--- src/rtl/expr_gen.sv ---
// Serializes a latched list of single-digit operands and binary operators into an
// ASCII character stream of the form digit (op digit)*, one character per handshake.
module expr_gen #(
  parameter int unsigned MAX_TERMS = 8
) (
  input  logic                       clk,
  input  logic                       clr,
  input  logic                       start,
  input  logic [3:0]                 nterms,
  input  logic [4*MAX_TERMS-1:0]     digits,
  input  logic [2*(MAX_TERMS-1)-1:0] ops,
  input  logic                       out_ready,
  output logic                       out_valid,
  output logic [7:0]                 out_char,
  output logic                       out_last,
  output logic                       busy,
  output logic                       err
);

  localparam int unsigned DIG_W = 4 * MAX_TERMS;
  localparam int unsigned OPS_W = 2 * (MAX_TERMS - 1);

  typedef enum logic [1:0] {
    S_IDLE  = 2'd0,
    S_DIGIT = 2'd1,
    S_OPER  = 2'd2
  } state_e;

  state_e             state_q;
  logic [3:0]         idx_q;
  logic [3:0]         nterms_q;
  logic [DIG_W-1:0]   digits_q;
  logic [OPS_W-1:0]   ops_q;
  logic               out_valid_q;
  logic [7:0]         out_char_q;
  logic               out_last_q;
  logic               busy_q;
  logic               err_q;

  logic               bad_digit_c;
  logic               reject_c;
  logic [3:0]         idx_nx_c;
  logic [3:0]         last_idx_c;
  logic [3:0]         dig_nx_c;
  logic [1:0]         op_sel_c;

  function automatic logic [7:0] digit_char(input logic [3:0] d);
    return 8'h30 + {4'h0, d};
  endfunction

  function automatic logic [7:0] op_char(input logic [1:0] code);
    case (code)
      2'b00:   return 8'h2B;
      2'b01:   return 8'h2D;
      2'b10:   return 8'h2A;
      default: return 8'h2F;
    endcase
  endfunction

  // Only operands that will actually be emitted are range-checked.
  always_comb begin
    bad_digit_c = 1'b0;
    for (int unsigned i = 0; i < MAX_TERMS; i++) begin
      if ((i < 32'(nterms)) && (digits[4*i +: 4] > 4'd9)) bad_digit_c = 1'b1;
    end
  end

  assign reject_c   = (nterms == 4'd0) || (32'(nterms) > MAX_TERMS) || bad_digit_c;
  assign idx_nx_c   = idx_q + 4'd1;
  assign last_idx_c = nterms_q - 4'd1;
  assign dig_nx_c   = 4'(digits_q >> {idx_nx_c, 2'b00});
  assign op_sel_c   = 2'(ops_q >> {idx_q, 1'b0});

  always_ff @(posedge clk) begin
    if (clr) begin
      state_q     <= S_IDLE;
      idx_q       <= '0;
      nterms_q    <= '0;
      digits_q    <= '0;
      ops_q       <= '0;
      out_valid_q <= 1'b0;
      out_char_q  <= '0;
      out_last_q  <= 1'b0;
      busy_q      <= 1'b0;
      err_q       <= 1'b0;
    end else begin
      err_q <= 1'b0;
      case (state_q)
        S_IDLE: begin
          if (start) begin
            if (reject_c) begin
              err_q <= 1'b1;
            end else begin
              nterms_q    <= nterms;
              digits_q    <= digits;
              ops_q       <= ops;
              idx_q       <= '0;
              state_q     <= S_DIGIT;
              busy_q      <= 1'b1;
              out_valid_q <= 1'b1;
              out_char_q  <= digit_char(digits[3:0]);
              out_last_q  <= (nterms == 4'd1);
            end
          end
        end
        S_DIGIT: begin
          if (out_ready) begin
            if (out_last_q) begin
              state_q     <= S_IDLE;
              busy_q      <= 1'b0;
              out_valid_q <= 1'b0;
              out_last_q  <= 1'b0;
              out_char_q  <= '0;
            end else begin
              state_q    <= S_OPER;
              out_char_q <= op_char(op_sel_c);
            end
          end
        end
        S_OPER: begin
          if (out_ready) begin
            idx_q      <= idx_nx_c;
            state_q    <= S_DIGIT;
            out_char_q <= digit_char(dig_nx_c);
            out_last_q <= (idx_nx_c == last_idx_c);
          end
        end
        default: begin
          state_q     <= S_IDLE;
          busy_q      <= 1'b0;
          out_valid_q <= 1'b0;
          out_last_q  <= 1'b0;
        end
      endcase
    end
  end

  assign out_valid = out_valid_q;
  assign out_char  = out_char_q;
  assign out_last  = out_last_q;
  assign busy      = busy_q;
  assign err       = err_q;

endmodule

--- config.mk ---
export PLATFORM = sky130hd
export DESIGN_NAME = expr_gen
export DESIGN_NICKNAME = d
export VERILOG_FILES = /design/src/rtl/expr_gen.sv
export SDC_FILE = /design/constraint.sdc
export NUM_CORES = 1
export LEC_CHECK = 0
export ABC_AREA = 1
export BUFFER_PORTS_ARGS = -buffer_cell sky130_fd_sc_hd__clkbuf_2
export CORE_ASPECT_RATIO = 1.2
export CORE_MARGIN = 4
export CORE_UTILIZATION = 28
export CTS_BUF_LIST = sky130_fd_sc_hd__clkbuf_8 sky130_fd_sc_hd__clkbuf_16
export CTS_CLUSTER_SIZE = 16
export DETAILED_ROUTE_END_ITERATION = 8
export HOLD_SLACK_MARGIN = 0.03
export SYNTH_ARGS = -nofsm -noshare
export SYNTH_HDL_FRONTEND = slang
export SYNTH_SLANG_ARGS = --single-unit
--- constraint.sdc ---
create_clock -name clk -period 1.7 [get_ports clk]
set_input_delay 0.34 -clock clk [delete_from_list [all_inputs] [get_ports clk]]
set_output_delay 0.34 -clock clk [all_outputs]
set_load 0.02 [all_outputs]
==> reports/summary.txt <==
worst r2r dst = out_char[2]
Tmin final = 1600 ps
I/O Buffers = 63
critical path required time = 1980 ps
Cells after Synth = 559
Hold-fix buffers, CTS = 0
filler cell count = 1366
Die Wd = 110 um
critical setup path kind = reg2reg
layout cells sized above 1 = 23.7%
cells along the critical path = ha_4 > buf_4 > o21ai_0 > o211ai_1 > nand3_1 > nand2_1 > nand2_1 > nand2_1 > nor2_1 > nor2_1
final net count = 715
CP most frequent cell = nand2_1
Leakage = 0.00215 uW
final setup vio count = 0
GRT met2 Usage = 26.2%
Synth Area per Inst = 6.22 um2
vias in the first global route = 3516
top post-synthesis cells by count = nor2_1 (149), nand2_1 (122), dfxtp_1 (65)
WHS Endpoint = ops_q[5]
num rows = 44
count of final hold-check violations = 0
MaxCap Viol Count = 0
Avg Vias per Cell = 4.43
delay-heaviest family, CP = simple AND/OR/NAND/NOR gates
WHS = 240 ps
routed wire length = 10.4 mm
status = complete, no violations
Worst Path Buf+Inv = 1
CTS tree = built
synth top area cells = dfxtp_1 (37%), nor2_1 (16%), nand2_1 (13%)
Yosys top cell area share = 37.4%
WP depth = 10
Worst path max stage delay = 360 ps
hold_sp = ops[5]
max-slew violation count = 0
DRT Pass-1 Iters = 4
Startpoint Class = flop
Top FF cell, synth = dfxtp_1
Worst Clk Skew = 4.31 ps
Crit Path Max Fanout = 10
gr ovfl total = 0
Die Area = 0.0143 mm2
met3 Use GR = 2.97%
die height = 130 um
Placer Congestion = 0.874
DRC viols = 0
clock latency on the worst-skew pair = 340 ps
clock buffer depth = 2
Synth cell types = 28
met1 usage = 18.3%
cell taking the most area after synthesis = dfxtp_1
Hold/Removal Path Class = in2reg
initial antenna violation count = 0
most common cell in the synthesized netlist = nor2_1
All-Layer GR Usage = 15.6%
Reg2Reg Depth = 10
Starting DRT DRC Count = 183
CTS buffer count = 9
Initial Util = 28.7%
Slowest cell on crit path = dfxtp_4
Seq cells post-synth = 65
clock sinks = 65
Root Buffer = clkbuf_16
ANT cells = 0
pin count of the biggest net entering global routing = 33
WL/cell = 12.7 um
fraction of registers with async set/reset = 0%
Worst-path clk slew = 60 ps
Synth warnings = 0
RSZ-0062 raised after global routing = yes
achievable frequency = 625 MHz
worst reg-to-reg setup slack = 100 ps
gr busiest metal = met2
Cell Area, Synth = 0.00348 mm2
number of flops mapped to enable cells by yosys = 0
Max VDD drop = 521 uV
# IOs = 66
setup TNS = 0 ps
antenna-violating nets left = 0
PD cells = 1200 mW/mm2
DP Wirelength = 7.64 mm
post-synthesis sequential area ratio = 37.4%
critical path data arrival time = 1880 ps
Core ar. = 0.0121 mm2
first-pass GRT wire length = 17.1 mm
area grow syn2layout = 35.5%
Worst R2R Start = idx_q[0]
via count = 3634
period utilization = 94.2%
Worst Setup End Kind = flop
worst hold path cell count = 3
Max H-tree Level = 3
cells in the final DEF (no fill, tap or decap), drive strengths merged:
cell type | synthesis | final
nor2 | 151 | 151
nand2 | 124 | 124
clkbuf | 11 | 72
dfxtp | 65 | 65
inv | 57 | 60
o21ai | 58 | 58
buf | 17 | 48
nand3 | 39 | 39
a21oi | 9 | 9
nand4 | 8 | 8
ha | 7 | 7
bufinv | 0 | 4
xnor2 | 3 | 3
clkinvlp | 0 | 2
conb | 1 | 2
or2 | 2 | 2
o22ai | 2 | 2
nor3 | 1 | 1
clkinv | 3 | 1
o211ai | 1 | 1
cells by family after synthesis:
kind of cell,count (synthesis),synth area share (%)
flops,65,37.4
other cells,1,0.108
compound gates,70,10.2
fa+ha+maj,7,2.52
xor+xnor,3,0.756
buf+inv,88,11.2
simple gates,325,37.8
stage by stage:
step	cells	worst slack [ps]	instance area, um2	utilization [%]	total power (uW)
2_1_floorplan	560	159	3480	-	2690
3_3_place_gp	799	-171	4210	34.8	3230
3_5_place_dp	799	-188	4210	34.8	3240
4_1_cts	815	9.95	4570	37.8	5520
5_1_grt	820	-65.6	4710	38.9	5990
6_report	820	99.4	4710	38.9	5640
power breakdown:
group	total [uW]	leakage, uW	internal [uW]	switching, uW
combinational	1650	0.00145	656	993
sequential	1730	0.000527	1650	80.0
clock	2260	0.000178	1570	690
total	5640	0.00215	3880	1760
worst max-delay path by stage:
| stage | start | endpoint | slack (ps) |
|---|---|---|---|
| detailed placement | nterms[3] | digits_q[1] | -190 |
| global route | idx_q[0] | out_char[1] | -70 |
| floorplan | state_q[0] | out_char[1] | 160 |
| CTS | idx_q[0] | out_char[1] | 10 |
| finish | idx_q[0] | out_char[2] | 100 |
| global placement | nterms[3] | digits_q[1] | -170 |
worst min-delay path: cells and delay by family:
kind / cells / cell delay, ps
AO/OA/AOI/OAI: 1 / 60
buffers and inverters: 1 / 80
AND/OR/NAND/NOR: 1 / 70
sequential cells by signal, indices dropped and copies added (netlist names):
signal,flops
out_last,1
digits_q,32
busy,1
nterms_q,4
err,1
out_char,6
ops_q,14
state_q,2
idx_q,4
layer usage:
layer,share of wire [%],wire length [um],up-vias
li1,-,-,1920
met1,44,4540,1620
met2,48,4980,67
met3,4.0,420,27
met4,4.2,433,0
met5,0,0,-
repair_timing:
item,4_1_cts,5_1_grt
endpoints found under the setup margin,2,20
buffers inserted,0,2
resized for setup,1,37
pin swaps,0,5
gates cloned,0,3
final cells by class:
class	instances	area, um2	share of cell area, %
clock inverters	7	135	2.87
repair buffers	111	737	15.6
well taps	161	201	4.28
clock buffers	9	225	4.78
multi-input cells	407	1880	39.8
flip-flops and latches	65	1310	27.7
inverters	60	230	4.89
Note: power is estimated with default switching activity, not from simulation.
